`src/rtl/im_fetch_ctrl_pkg.sv`:
```
// Shared types and constants for the instruction-fetch sequencer.
//   fetch_state_e : sequencer state (idle, running, stopped out of range)
//   fetch_entry_t : one buffered fetch result {pc, instr}
//   word_align()  : clears the byte-offset bits of an address
package im_fetch_ctrl_pkg;

  localparam int unsigned ADDR_W      = 32;
  localparam int unsigned INSTR_W     = 32;
  localparam int unsigned INSTR_BYTES = 4;

  typedef enum logic [1:0] {
    S_IDLE = 2'd0,
    S_RUN  = 2'd1,
    S_OOB  = 2'd2
  } fetch_state_e;

  typedef struct packed {
    logic [ADDR_W-1:0]  pc;
    logic [INSTR_W-1:0] instr;
  } fetch_entry_t;

  function automatic logic [ADDR_W-1:0] word_align(input logic [ADDR_W-1:0] addr);
    return {addr[ADDR_W-1:2], 2'b00};
  endfunction

endpackage

```
`src/rtl/im_fetch_ctrl_if.sv`:
```
// Fetch sequencer bus: control inputs, IM address/data, decode handshake, error flags.
//   master : the fetch sequencer
//   slave  : the environment (IM, decode, branch unit)
interface im_fetch_ctrl_if
  import im_fetch_ctrl_pkg::*;
();

  logic               fetch_en;
  logic               redirect_valid;
  logic [ADDR_W-1:0]  redirect_pc;
  logic [ADDR_W-1:0]  im_addr;
  logic [INSTR_W-1:0] im_data;
  logic               instr_valid;
  logic [INSTR_W-1:0] instr;
  logic [ADDR_W-1:0]  instr_pc;
  logic               instr_ready;
  logic               oob_err;
  logic               misalign_err;

  modport master (
    input  fetch_en, redirect_valid, redirect_pc, im_data, instr_ready,
    output im_addr, instr_valid, instr, instr_pc, oob_err, misalign_err
  );

  modport slave (
    output fetch_en, redirect_valid, redirect_pc, im_data, instr_ready,
    input  im_addr, instr_valid, instr, instr_pc, oob_err, misalign_err
  );

endinterface

```
`src/rtl/im_fetch_fifo.sv`:
```
// Small shift-style FIFO of {pc, instr} entries; head is always slot 0.
//   clk, rst_n : clock, async active-low reset
//   flush      : synchronous empty (data kept so the head output holds)
//   wr_en/wr_data, rd_en : push / pop (simultaneous allowed)
//   head, count          : slot 0 and occupancy
module im_fetch_fifo
  import im_fetch_ctrl_pkg::*;
#(
  parameter int unsigned DEPTH = 2
) (
  input  logic                       clk,
  input  logic                       rst_n,
  input  logic                       flush,
  input  logic                       wr_en,
  input  fetch_entry_t               wr_data,
  input  logic                       rd_en,
  output fetch_entry_t               head,
  output logic [$clog2(DEPTH+1)-1:0] count
);

  localparam int unsigned CW = $clog2(DEPTH + 1);
  localparam int unsigned IW = (DEPTH > 1) ? $clog2(DEPTH) : 1;

  fetch_entry_t  mem [DEPTH];
  logic [CW-1:0] wr_slot_c;

  // A push lands behind the surviving entries after any pop this cycle.
  assign wr_slot_c = count - CW'(rd_en);
  assign head      = mem[0];

  // Storage and occupancy; slots past the occupancy are left untouched so
  // slot 0 keeps the last head after the FIFO empties.
  always_ff @(posedge clk or negedge rst_n) begin
    if (!rst_n) begin
      count <= '0;
      for (int unsigned i = 0; i < DEPTH; i++) mem[i] <= '0;
    end else if (flush) begin
      count <= '0;
    end else begin
      for (int unsigned i = 0; i + 1 < DEPTH; i++) begin
        if (rd_en && (CW'(i + 1) < count)) mem[i] <= mem[i + 1];
      end
      if (wr_en) mem[IW'(wr_slot_c)] <= wr_data;
      count <= count + CW'(wr_en) - CW'(rd_en);
    end
  end

  // The issue credit in the sequencer must never let a push hit a full FIFO.
  always_ff @(posedge clk) begin
    if (rst_n && !flush) begin
      assert (!(wr_en && !rd_en && (count == CW'(DEPTH))));
    end
  end

endmodule

```
`src/rtl/im_fetch_ctrl.sv`:
```
// Instruction-fetch sequencer: owns the PC, issues 1-cycle IM reads, buffers
// returned words and hands them to decode over valid/ready.
//   clk, rst_n : clock, async active-low reset
//   bus        : im_fetch_ctrl_if.master (controls, IM port, decode port, errors)
module im_fetch_ctrl
  import im_fetch_ctrl_pkg::*;
#(
  parameter logic [ADDR_W-1:0] RESET_PC   = 32'h0,
  parameter int unsigned       MEM_BYTES  = 1024,
  parameter int unsigned       FIFO_DEPTH = 2
) (
  input logic          clk,
  input logic          rst_n,
  im_fetch_ctrl_if.master bus
);

  localparam int unsigned       CW      = $clog2(FIFO_DEPTH + 1);
  localparam logic [ADDR_W-1:0] LAST_PC = ADDR_W'(MEM_BYTES - INSTR_BYTES);

  fetch_state_e      state, state_n;
  logic [ADDR_W-1:0] pc, pc_n;
  logic              inflight, inflight_n;
  logic [ADDR_W-1:0] inflight_pc, inflight_pc_n;
  logic              oob_q, oob_n;
  logic              mis_q, mis_n;

  logic [CW-1:0]     fifo_count;
  fetch_entry_t      fifo_head;
  fetch_entry_t      fifo_wdata_c;
  logic              valid_c;
  logic              deq_c;
  logic              fifo_wr_c;
  logic              credit_ok_c;

  assign valid_c      = (fifo_count != '0);
  assign deq_c        = valid_c && bus.instr_ready;
  // A returning word is dropped when a redirect squashes it.
  assign fifo_wr_c    = inflight && !bus.redirect_valid;
  assign fifo_wdata_c = '{pc: inflight_pc, instr: bus.im_data};
  // Count the in-flight read as occupied so its return always has a slot.
  assign credit_ok_c  = ((CW+1)'(fifo_count) + (CW+1)'(inflight) - (CW+1)'(deq_c))
                        < (CW+1)'(FIFO_DEPTH);

  // State, PC and flag registers.
  always_ff @(posedge clk or negedge rst_n) begin
    if (!rst_n) begin
      state       <= S_IDLE;
      pc          <= RESET_PC;
      inflight    <= 1'b0;
      inflight_pc <= '0;
      oob_q       <= 1'b0;
      mis_q       <= 1'b0;
    end else begin
      state       <= state_n;
      pc          <= pc_n;
      inflight    <= inflight_n;
      inflight_pc <= inflight_pc_n;
      oob_q       <= oob_n;
      mis_q       <= mis_n;
    end
  end

  // Next-state: redirect overrides everything, then state-specific issue rules.
  always_comb begin
    state_n       = state;
    pc_n          = pc;
    inflight_n    = 1'b0;
    inflight_pc_n = inflight_pc;
    mis_n         = 1'b0;
    if (bus.redirect_valid) begin
      pc_n  = word_align(bus.redirect_pc);
      mis_n = |bus.redirect_pc[1:0];
      if (state != S_IDLE) state_n = (pc_n <= LAST_PC) ? S_RUN : S_OOB;
    end else begin
      case (state)
        S_IDLE: if (bus.fetch_en) state_n = S_RUN;
        S_RUN: begin
          if (bus.fetch_en) begin
            if (pc > LAST_PC) begin
              state_n = S_OOB;
            end else if (credit_ok_c) begin
              inflight_n    = 1'b1;
              inflight_pc_n = pc;
              pc_n          = pc + ADDR_W'(INSTR_BYTES);
            end
          end
        end
        default: ;
      endcase
    end
    oob_n = (state_n == S_OOB);
  end

  im_fetch_fifo #(
    .DEPTH (FIFO_DEPTH)
  ) u_fifo (
    .clk     (clk),
    .rst_n   (rst_n),
    .flush   (bus.redirect_valid),
    .wr_en   (fifo_wr_c),
    .wr_data (fifo_wdata_c),
    .rd_en   (deq_c),
    .head    (fifo_head),
    .count   (fifo_count)
  );

  assign bus.im_addr      = pc;
  assign bus.instr_valid  = valid_c;
  assign bus.instr        = fifo_head.instr;
  assign bus.instr_pc     = fifo_head.pc;
  assign bus.oob_err      = oob_q;
  assign bus.misalign_err = mis_q;

endmodule
```
`src/flat_wrapper.sv`:
```
// flat-port wrapper written by rule: the top's interface ports become plain ports
module im_fetch_ctrl_flat import im_fetch_ctrl_pkg::*;
#(
  parameter logic [ADDR_W-1:0] RESET_PC   = 32'h0,
  parameter int unsigned       MEM_BYTES  = 1024,
  parameter int unsigned       FIFO_DEPTH = 2
)
  (clk, rst_n, bus_fetch_en, bus_redirect_valid, bus_redirect_pc, bus_im_data, bus_instr_ready, bus_im_addr, bus_instr_valid, bus_instr, bus_instr_pc, bus_oob_err, bus_misalign_err);
  im_fetch_ctrl_if bus_i ();
  input logic clk;
  input logic rst_n;
  input wire logic [$bits(bus_i.fetch_en)-1:0] bus_fetch_en;
  input wire logic [$bits(bus_i.redirect_valid)-1:0] bus_redirect_valid;
  input wire logic [$bits(bus_i.redirect_pc)-1:0] bus_redirect_pc;
  input wire logic [$bits(bus_i.im_data)-1:0] bus_im_data;
  input wire logic [$bits(bus_i.instr_ready)-1:0] bus_instr_ready;
  output wire logic [$bits(bus_i.im_addr)-1:0] bus_im_addr;
  output wire logic [$bits(bus_i.instr_valid)-1:0] bus_instr_valid;
  output wire logic [$bits(bus_i.instr)-1:0] bus_instr;
  output wire logic [$bits(bus_i.instr_pc)-1:0] bus_instr_pc;
  output wire logic [$bits(bus_i.oob_err)-1:0] bus_oob_err;
  output wire logic [$bits(bus_i.misalign_err)-1:0] bus_misalign_err;
  assign bus_i.fetch_en = bus_fetch_en;
  assign bus_i.redirect_valid = bus_redirect_valid;
  assign bus_i.redirect_pc = bus_redirect_pc;
  assign bus_i.im_data = bus_im_data;
  assign bus_i.instr_ready = bus_instr_ready;
  assign bus_im_addr = bus_i.im_addr;
  assign bus_instr_valid = bus_i.instr_valid;
  assign bus_instr = bus_i.instr;
  assign bus_instr_pc = bus_i.instr_pc;
  assign bus_oob_err = bus_i.oob_err;
  assign bus_misalign_err = bus_i.misalign_err;
  im_fetch_ctrl #(.RESET_PC(RESET_PC), .MEM_BYTES(MEM_BYTES), .FIFO_DEPTH(FIFO_DEPTH)) u_core (.clk(clk), .rst_n(rst_n), .bus(bus_i));
endmodule
```
`config.mk`:
```
export PLATFORM = sky130hd
export DESIGN_NAME = im_fetch_ctrl_flat
export DESIGN_NICKNAME = d
export VERILOG_FILES = /design/src/rtl/im_fetch_ctrl_pkg.sv /design/src/rtl/im_fetch_ctrl_if.sv /design/src/rtl/im_fetch_fifo.sv /design/src/rtl/im_fetch_ctrl.sv /design/src/flat_wrapper.sv
export SDC_FILE = /design/constraint.sdc
export NUM_CORES = 1
export LEC_CHECK = 0
export ABC_AREA = 1
export BUFFER_PORTS_ARGS = -buffer_cell sky130_fd_sc_hd__buf_2
export CORE_MARGIN = 1
export CORE_UTILIZATION = 61
export DETAILED_ROUTE_END_ITERATION = 8
export HOLD_SLACK_MARGIN = 0.02
export PLACE_DENSITY_LB_ADDON = 0.1
export SYNTH_ARGS = -nofsm -noshare
export SYNTH_HDL_FRONTEND = slang
export SYNTH_HIERARCHICAL = 1
export SYNTH_SLANG_ARGS = --single-unit
```
`constraint.sdc`:
```
create_clock -name clk -period 4.3 [get_ports clk]
set_input_delay 1.29 -clock clk [delete_from_list [all_inputs] [get_ports clk]]
set_output_delay 1.29 -clock clk [all_outputs]
set_load 0.02 [all_outputs]
```
==> parameters.txt, run 1 <==
Parameter                              Value

Outcome
  Status ... finished clean

Setup path
  Maximum net fanout on the critical path ... 70
  CP startpoint kind ... flip-flop
  Critical Path Sink Type ... output port
  Data required time of the critical path ... roughly 3.0 ns
  Data arrival time of the worst path ... around 1.9 ns
  Worst setup path category ... flip-flop to output port

Die
  Initial Utilization ... 62.84%
  # rows ... 46
  Num ports ... 168
  Area of the core region ... approximately 16000 sq um
  Die Width ... around 130 microns
  Overall die area ... between 15000 and 20000 sq um
  Die height ... 130.4 microns

Layout
  Proportion of layout cells with a drive suffix above 1 ... 18.41%
  Most common library cell in the layout ignoring fill and taps ... sky130_fd_sc_hd__nand2_1
  Final nets ... 1473
  Area of the multi-input gates ... about 3800 sq um
  Number of antenna repair diodes ... 0
  Layout Cells excl Fill ... approximately 1600
  Synth-to-layout area growth ... 10.07%
  Commonest non-fill, non-tap cells in the layout ... sky130_fd_sc_hd__nand2_1, sky130_fd_sc_hd__dfrtp_1, sky130_fd_sc_hd__nor2_1
  Filler cells ... 1368
  Footprint of the flip-flops and latches ... 4881 sq um

Global routing
  Pin count of the biggest net entering global routing ... about 140
  Via count of the first global-routing pass ... 7292
  Global-route usage over all layers ... around a quarter
  Global-route congestion overflow total ... 0
  Global-route wire length before repair ... between 30000 and 40000 microns
  Initial antenna violation count ... 0

Power and ir drop
  Total power draw ... 4391 uW
  Total power per unit cell area ... about 400 nW/um^2
  VDD IR max ... 0.0002972 V
  Leakage dissipation ... 0.006300 uW

Timing
  F_max ... 0.3115 GHz
  Clock Skew ... 0.007169 ns
  Max-slew violation total from the final report ... 0
  Worst slew slack as a fraction of its limit ... approximately 45%
  TNS Setup ... 0 ns
  Tcrit/Tclk final ... 74.67%
  Final-report hold violation count ... 0
  Fin crit period ... 3.211 ns
  Unrepaired setup endpoints after global routing ... false
  Setup Viol. Count Final ... 0
  Transition at the pin with the smallest max-transition slack ... 0.8293 ns

Synth
  Share of synthesized registers carrying an async set or reset ... 100.0%
  Syn. warnings ... 6
  Part of the Yosys area used for sequential elements ... slightly below 50%
  Yosys top cell area share ... between 40% and 50%
  Number of distinct library cell variants in the gate-level netlist after synthesis ... 27
  Average size of a mapped cell ... 7.509 sq um
  Post-synth EDFFs ... 0
  Cell Area, Synth ... 10050 sq um
  Number of cells produced by synthesis ... 1339
  Primary FF master, synth ... sky130_fd_sc_hd__dfrtp_1
  Biggest area contributors in the synthesized netlist ... sky130_fd_sc_hd__dfrtp_1, sky130_fd_sc_hd__nand2_1, sky130_fd_sc_hd__nand3_1
  Cell type with the largest total area after synthesis ... sky130_fd_sc_hd__dfrtp_1
  Number of flip-flops and latches in the synthesized netlist ... 195

Placement
  Number of cells after detailed placement ... 1596
  Final HPWL DP ... 13020 microns
  RePlAce Congestion ... about 0.77
  Port Buf Inserts ... around 170

Routing
  DR iter-0 viols ... around 660
  Iteration count of the initial detailed-routing pass ... 5
  Routed Antenna Nets ... 0
  Via-per-instance ratio ... 5.084
  DRC violation count after routing ... 0
  Total number of vias ... 8276
  Final routed wirelength across all metal layers ... 21490 microns
  Average routed wire per standard cell ... 13.20 microns

CTS
  Hold Buf Count CTS ... 0
  CTS sink count ... around 200
  Clk buf depth ... 2
  Clock transition at path regs ... 0.07 ns
  Clock latency on the worst-skew pair ... around 0.43 ns
  Post-CTS setup buffer count ... 0
  TritonCTS buffer count ... 17
  CTS H-tree lvls ... 4
  Number of gates resized after CTS ... 0
  Clk Tree Root Cell ... sky130_fd_sc_hd__clkbuf_16
  Clock tree from TritonCTS ... built

Hold path
  Class of the tightest hold or removal check ... flip-flop to flip-flop

Job
  MaxCap Viol Count ... 0
==> metrics by stage <==
step / setup slack, ns / utilization (%) / hold WS, ns / cell area (sq um)
2_1_floorplan: 1.118 / - / 0.4584 / 10070
3_3_place_gp: 0.7233 / 65.26 / 0.4700 / 10440
3_5_place_dp: 0.6545 / 65.26 / 0.4777 / 10440
4_1_cts: 1.046 / 69.17 / 0.4939 / 11070
5_1_grt: 0.9218 / 69.17 / 0.5125 / 11070
6_report: 1.089 / 69.17 / 0.4907 / 11070
==> worst paths after layout <==
kind | from | endpoint | slack [ns] | depth (start not counted)
worst max-delay path | u_core/u_fifo/count[1] | bus_instr_valid | 1.09 | 4
worst min-delay path | u_core/u_fifo/mem[55] | u_core/u_fifo/mem[55] | 0.49 | 2
worst max register to register | u_core/u_fifo/count[1] | u_core/inflight_pc[12] | 1.28 | 10
worst min register to register | u_core/u_fifo/mem[55] | u_core/u_fifo/mem[55] | 0.49 | 2
max in group asynchronous | rst_n | u_core/u_fifo/head[52] | 2.60 | 2
min in group asynchronous | rst_n | u_core/u_fifo/head[27] | 0.87 | 1
==> area by class of cell <==
type / instances / share of cell area, %
tap: 216 / 2.442
timing repair buffer: 178 / 9.124
multi-input combinational: 889 / 34.69
clock buffer: 24 / 4.534
sequential: 195 / 44.10
clock inverter: 8 / 1.108
inverter: 118 / 4.002
==> kinds of logic after synthesis <==
kind of cell	Yosys count	share of synthesized area, %
adders and majority gates	5	0.6969
other	1	0.03730
xor gates and xnor gates	5	0.4355
AOI/OAI and AO/OA	88	4.405
buffers and inverters	260	13.69
DFF	195	48.53
and+or+nand+nor	785	32.21
==> critical path, cell delays in order (launching register included) <==
cell and delay, ns:
sky130_fd_sc_hd__dfrtp_2 0.36, sky130_fd_sc_hd__buf_4 0.65, sky130_fd_sc_hd__inv_1 0.19, sky130_fd_sc_hd__nand2_1 0.12, sky130_fd_sc_hd__buf_2 0.16
==> state kept, by name, summed over array words and instances, names as in the netlist <==
register,count
u_core/inflight,1
u_core/state,2
u_core/bus.im_addr,30
u_core/u_fifo/mem,64
u_core/bus.oob_err,1
u_core/bus.misalign_err,1
u_core/u_fifo/count,2
u_core/inflight_pc,30
u_core/u_fifo/head,64
==> power breakdown <==
group          leakage [uW]  internal [uW]  switching, uW
combinational       0.00340            219            450
sequential          0.00260           1960            100
clock              0.000298            991            670
==> cell usage after synthesis, types with 2 or more instances <==
library cell / n
sky130_fd_sc_hd__clkbuf_1: 10
sky130_fd_sc_hd__nand2_2: 21
sky130_fd_sc_hd__xor2_1: 4
sky130_fd_sc_hd__buf_4: 74
sky130_fd_sc_hd__inv_1: 97
sky130_fd_sc_hd__buf_6: 8
sky130_fd_sc_hd__nand2_1: 427
sky130_fd_sc_hd__o21ai_1: 64
sky130_fd_sc_hd__dfrtp_1: 195
sky130_fd_sc_hd__buf_2: 50
sky130_fd_sc_hd__nand3_1: 163
sky130_fd_sc_hd__nand4_1: 2
sky130_fd_sc_hd__nor2_1: 165
sky130_fd_sc_hd__ha_1: 4
sky130_fd_sc_hd__a21oi_1: 2
sky130_fd_sc_hd__or2_2: 2
sky130_fd_sc_hd__inv_2: 21
sky130_fd_sc_hd__o21ai_0: 21
==> layer usage <==
| layer | wire length, microns | up-vias | share of wire [%] | track usage, % |
|---|---|---|---|---|
| li1 | - | 4177 | - | - |
| met1 | 9820 | 3865 | 46 | 35.23 |
| met2 | 10190 | 211 | 47 | 42.68 |
| met3 | 1190 | 23 | 5.5 | 4.927 |
| met4 | 290 | 0 | 1.3 | 7.167 |
| met5 | 0 | - | 0 | 0 |
Note: power is estimated with default switching activity, not from simulation.
==> run 2: changes to the inputs <==
- CORE_UTILIZATION: 61 -> 51
- clock period: 4.3 -> 2.9 ns (I/O delays scaled with it)
==> parameters.txt, run 2 (synthesis gave the netlist of run 1 again) <==
Parameter                              Value

Power and ir drop
  Total power draw ... 6489 uW
  Cell internal power dissipation ... between 4000 and 5000 uW
  Switching part of the total power ... 28.70%
  Part of the power in the clock network ... 37.7%
  Proportion of power drawn by flip-flops and latches ... 47.0%
  VDD IR max ... between 0.0003 and 0.0004 V
  Total power per unit cell area ... a little under 600 nW/um^2
  Switching power ... 1862 uW
  Combinational power share ... 15.3%
  Leakage dissipation ... between 0.006 and 0.007 uW

Routing
  Average routed wire per standard cell ... 12.88 microns
  DR iter-0 viols ... 496
  Routed Antenna Nets ... 0
  Iteration count of the initial detailed-routing pass ... 4
  Total number of vias ... 8095
  Via-per-instance ratio ... 4.807
  Final routed wirelength across all metal layers ... 21690 microns
  DRC violation count after routing ... 0

Global routing
  Initial antenna violation count ... 0
  Global-route congestion overflow total ... 0
  Pin count of the biggest net entering global routing ... 78
  Global-route usage over all layers ... 22.55%
  Global-route wire length before repair ... 36670 microns
  Via count of the first global-routing pass ... between 7000 and 8000

Job
  MaxCap Viol Count ... 0

Setup path
  Maximum net fanout on the critical path ... 20
  Critical Path Sink Type ... flip-flop
  Data required time of the critical path ... 3.22 ns
  Worst setup path category ... primary input to flip-flop
  CP startpoint kind ... primary input
  Data arrival time of the worst path ... 2.86 ns

Layout
  Most common library cell in the layout ignoring fill and taps ... sky130_fd_sc_hd__nand2_1
  Number of antenna repair diodes ... 0
  Synth-to-layout area growth ... 12.02%
  Finished Core Util ... 59.22%
  Final nets ... 1485
  Layout Cells excl Fill ... 1684
  Final design area excluding fillers ... 11260 sq um
  Proportion of layout cells with a drive suffix above 1 ... 19.24%
  Commonest non-fill, non-tap cells in the layout ... sky130_fd_sc_hd__nand2_1, sky130_fd_sc_hd__dfrtp_1, sky130_fd_sc_hd__nor2_1

CTS
  CTS H-tree lvls ... 4
  CTS sink count ... 195
  Post-CTS setup buffer count ... 0
  Clock tree from TritonCTS ... built
  Hold Buf Count CTS ... 0
  TritonCTS buffer count ... 17
  Clk Tree Root Cell ... sky130_fd_sc_hd__clkbuf_16
  Clock latency on the worst-skew pair ... 0.42 ns
  Clock transition at path regs ... around 0.070 ns
  Clk buf depth ... 2
  Number of gates resized after CTS ... 0

Timing
  Worst slew slack as a fraction of its limit ... about 44%
  TNS Setup ... 0 ns
  F_max ... 0.3928 GHz
  Final-report hold violation count ... 0
  Clock Skew ... about 0.0074 ns
  Max-slew violation total from the final report ... 0
  Setup Viol. Count Final ... 0
  Fin crit period ... 2.546 ns
  Tcrit/Tclk final ... ~88%
  Unrepaired setup endpoints after global routing ... false
  Transition at the pin with the smallest max-transition slack ... 0.8342 ns

Placement
  Port Buf Inserts ... 165
  Final HPWL DP ... 13430 microns
  Placed inst area ... 10650 sq um
  Number of cells after detailed placement ... 1652
  RePlAce Congestion ... 0.8071

Die
  # rows ... 50
  Die Width ... 142.4 microns
  Area of the core region ... about 19000 sq um
  Overall die area ... ~20000 sq um
  Num ports ... 168
  Die height ... 142.4 microns
  Initial Utilization ... between 50% and 60%

Hold path
  Class of the tightest hold or removal check ... primary input to async pin

Outcome
  Status ... finished clean
[run 2: cell count changes in the layout (fill, tap and decap cells not counted)]
cell,delta
sky130_fd_sc_hd__buf_12,+5
sky130_fd_sc_hd__buf_4,+7
sky130_fd_sc_hd__clkbuf_1,-2
sky130_fd_sc_hd__clkbuf_8,-4
sky130_fd_sc_hd__clkinv_2,+1
sky130_fd_sc_hd__inv_6,+4
sky130_fd_sc_hd__inv_8,+1
[run 2: worst paths after layout]
check | slack [ns] | from | endpoint | cells after the start
min reg2reg | 0.49 | u_core/u_fifo/mem[39] | u_core/u_fifo/mem[39] | 2
max | 0.35 | bus_instr_ready | u_core/bus.im_addr[24] | 13
min | 0.39 | rst_n | u_core/u_fifo/head[32] | 1
max reg2reg | 0.39 | u_core/u_fifo/count[1] | u_core/bus.im_addr[24] | 12
min in group clk | 0.49 | u_core/u_fifo/mem[39] | u_core/u_fifo/mem[39] | 2
max in group asynchronous | 1.80 | rst_n | u_core/u_fifo/mem[14] | 2
[run 2: power groups by stage]
stage               sequential (uW)  combinational, uW  clock, uW
global route                   3070               1120       2610
floorplan                      3120                723          0
detailed placement             3100               1000          0
finish                         3050                993       2450
global placement               3100                990          0
CTS                            3050               1010       2510
[run 2: metrics by stage]
step	setup WS (ns)	hold slack [ns]
4_1_cts	0.3666	0.3912
6_report	0.3540	0.3857
2_1_floorplan	0.1381	0.4584
5_1_grt	0.1737	0.3994
3_5_place_dp	-0.08071	0.4777
3_3_place_gp	-0.04509	0.4715
[run 2: per-layer routing]
metal  vias to the layer above  wire (microns)  global-route usage (%)
met5                         -               0                       0
met1                      3697           10550                   32.14
met4                         0             221                   6.225
met2                       161            9989                   35.91
li1                       4220               -                       -
met3                        17             929                   3.297
[run 2: area by class of cell]
class	instances	area, sq um
Clock buffer	18	439.2
Clock inverter	14	173.9
Fill cell	1803	7755
Inverter	118	442.9
Multi-Input combinational cell	889	3839
Sequential cell	195	4881
Tap cell	260	325.3
Timing Repair Buffer	190	1162
[run 2: critical path: stages]
cell                      delay, ns
sky130_fd_sc_hd__buf_2         0.10
sky130_fd_sc_hd__o21a_2        0.11
sky130_fd_sc_hd__ha_1          0.26
sky130_fd_sc_hd__nor2_1        0.13
sky130_fd_sc_hd__fa_1          0.42
sky130_fd_sc_hd__a21oi_1       0.11
sky130_fd_sc_hd__o21ai_0       0.10
sky130_fd_sc_hd__nor2_1        0.20
sky130_fd_sc_hd__buf_4         0.15
sky130_fd_sc_hd__nand2_2       0.10
sky130_fd_sc_hd__buf_12        0.18
sky130_fd_sc_hd__nand3_1       0.07
sky130_fd_sc_hd__nand2_1       0.06
==> run 3: changes to the inputs <==
- BUFFER_PORTS_ARGS: -buffer_cell sky130_fd_sc_hd__buf_2 -> not set
- CORE_UTILIZATION: 51 -> 50
- CTS_CLUSTER_SIZE: not set -> 28
- DONT_BUFFER_PORTS: not set -> 1
==> parameters.txt, run 3 (synthesis gave the netlist of run 1 again) <==
Parameter                              Value

Hold path
  Class of the tightest hold or removal check ... primary input to async pin

Global routing
  Top Usage Layer GRT ... met2
  Via count of the first global-routing pass ... 6835
  Global-route congestion overflow total ... 0
  Pin count of the biggest net entering global routing ... 196
  Met2 demand-to-capacity share in global routing ... 32.78%
  Fraction of met1 tracks used by global routing ... 30.35%
  Met3 track demand over resource in global routing ... 5.465%
  Global-route wire length before repair ... between 30000 and 40000 microns
  Global-route usage over all layers ... a little over a fifth
  Initial antenna violation count ... 1

Routing
  Total number of vias ... 7449
  Final routed wirelength across all metal layers ... 21200 microns
  Via-per-instance ratio ... roughly 4.9
  Routed Antenna Nets ... 0
  Iteration count of the initial detailed-routing pass ... 6
  Average routed wire per standard cell ... 13.96 microns
  DR iter-0 viols ... 554
  DRC violation count after routing ... 0

CTS
  Clock latency on the worst-skew pair ... roughly 0.44 ns
  Clk buf depth ... 2
  Clk Tree Root Cell ... sky130_fd_sc_hd__clkbuf_16
  Clock tree from TritonCTS ... built
  CTS sink count ... 195
  Post-CTS setup buffer count ... 0
  TritonCTS buffer count ... 17
  Hold Buf Count CTS ... 0
  Number of gates resized after CTS ... 0
  CTS H-tree lvls ... 4
  Clock transition at path regs ... 0.08 ns

Power and ir drop
  Total power per unit cell area ... between 600 and 700 nW/um^2
  Switching power ... ~1800 uW
  Part of the power in the clock network ... about two fifths
  Proportion of power drawn by flip-flops and latches ... between 50% and 60%
  Cell internal power dissipation ... 4409 uW
  Total power draw ... 6225 uW
  Combinational power share ... 8.1%
  VDD IR max ... 0.0004242 V
  Switching part of the total power ... between 20 and 30%
  Leakage dissipation ... ~0.0056 uW

Die
  Initial Utilization ... roughly half
  Area of the core region ... 19590 sq um
  Die Width ... 143.8 microns
  Num ports ... 168
  Die height ... 143.8 microns
  Overall die area ... just over 20000 sq um
  # rows ... 51

Timing
  Unrepaired setup endpoints after global routing ... false
  F_max ... 0.4006 GHz
  Fin crit period ... roughly 2.5 ns
  Clock Skew ... 0.009922 ns
  Worst slew slack as a fraction of its limit ... 43.45%
  TNS Setup ... 0 ns
  Hold Worst Slack ... 0.1240 ns
  Final-report hold violation count ... 0
  Tcrit/Tclk final ... 86.07%
  Setup Viol. Count Final ... 0
  Max-slew violation total from the final report ... 0
  Transition at the pin with the smallest max-transition slack ... 0.8483 ns

Setup path
  Critical Path Sink Type ... flip-flop
  Data required time of the critical path ... around 3.2 ns
  Maximum net fanout on the critical path ... 10
  CP startpoint kind ... flip-flop
  Worst setup path category ... flip-flop to flip-flop
  Data arrival time of the worst path ... ~2.8 ns

Layout
  Commonest non-fill, non-tap cells in the layout ... sky130_fd_sc_hd__nand2_1, sky130_fd_sc_hd__dfrtp_1, sky130_fd_sc_hd__nor2_1
  Most common library cell in the layout ignoring fill and taps ... sky130_fd_sc_hd__nand2_1
  Finished Core Util ... 52.89%
  Proportion of layout cells with a drive suffix above 1 ... 8.293%
  Number of antenna repair diodes ... 0
  Synth-to-layout area growth ... 3.049%
  Final nets ... 1315

Placement
  Final HPWL DP ... 12610 microns
  Port Buf Inserts ... 0
  RePlAce Congestion ... 0.7700

Outcome
  Status ... finished clean

Job
  MaxCap Viol Count ... 0
[run 3: cell types whose count changed in the layout (fill, tap and decap cells not counted), sizes merged]
cell,before,now
buf,189,20
bufinv,3,2
clkbuf,19,17
clkinv,3,4
clkinvlp,3,2
inv,123,125
[run 3: final timing paths]
check / startpoint / end / slack (ns) / cells after the start
max in group asynchronous: rst_n / u_core/u_fifo/mem[42] / 2.42 / 0
min in group clk: u_core/u_fifo/mem[7] / u_core/u_fifo/mem[7] / 0.49 / 2
max reg2reg: u_core/u_fifo/count[1] / u_core/bus.im_addr[14] / 0.40 / 12
max: u_core/u_fifo/count[1] / u_core/bus.im_addr[14] / 0.40 / 12
min reg2reg: u_core/u_fifo/mem[7] / u_core/u_fifo/mem[7] / 0.49 / 2
min: rst_n / u_core/u_fifo/head[32] / 0.12 / 0
[run 3: metal layers]
metal	wire (microns)	up-vias
li1	-	3854
met1	10250	3426
met2	9452	145
met3	1276	22
met4	210	2
met5	12	-
[run 3: power by group through the flow]
stage | clock network [uW] | logic [uW] | registers [uW]
after floorplan | 0 | 723 | 3120
after global placement | 0 | 501 | 3310
after detailed placement | 0 | 509 | 3310
after CTS | 2540 | 511 | 3260
after global routing | 2640 | 595 | 3290
final | 2470 | 504 | 3250
[run 3: critical path, stage by stage (launching register included)]
cell,delay (ns)
sky130_fd_sc_hd__dfrtp_2,0.42
sky130_fd_sc_hd__o21a_2,0.21
sky130_fd_sc_hd__ha_1,0.26
sky130_fd_sc_hd__nor2_1,0.13
sky130_fd_sc_hd__fa_1,0.43
sky130_fd_sc_hd__a21oi_1,0.11
sky130_fd_sc_hd__o21ai_0,0.10
sky130_fd_sc_hd__nor2_1,0.19
sky130_fd_sc_hd__buf_4,0.14
sky130_fd_sc_hd__nand2_2,0.09
sky130_fd_sc_hd__buf_4,0.19
sky130_fd_sc_hd__nand3_1,0.07
sky130_fd_sc_hd__nand2_1,0.05
[run 3: cell type report]
| type | count | area (sq um) |
|---|---|---|
| fillers | 1931 | 9229 |
| flip-flops and latches | 195 | 4881 |
| multi-input cells | 889 | 3839 |
| inverters | 118 | 442.9 |
| clock buffers | 17 | 425.4 |
| well taps | 265 | 331.6 |
| repair buffers | 20 | 250.2 |
| clock inverters | 15 | 191.4 |
[run 3: through the flow]
stage,cell area [sq um],instances,setup WS [ns]
3_5_place_dp,9744,1487,0.02791
2_1_floorplan,10070,1344,0.1381
4_1_cts,10360,1519,0.3805
5_1_grt,10360,1519,0.2422
6_report,10360,1519,0.4040
3_3_place_gp,9744,1487,0.02966
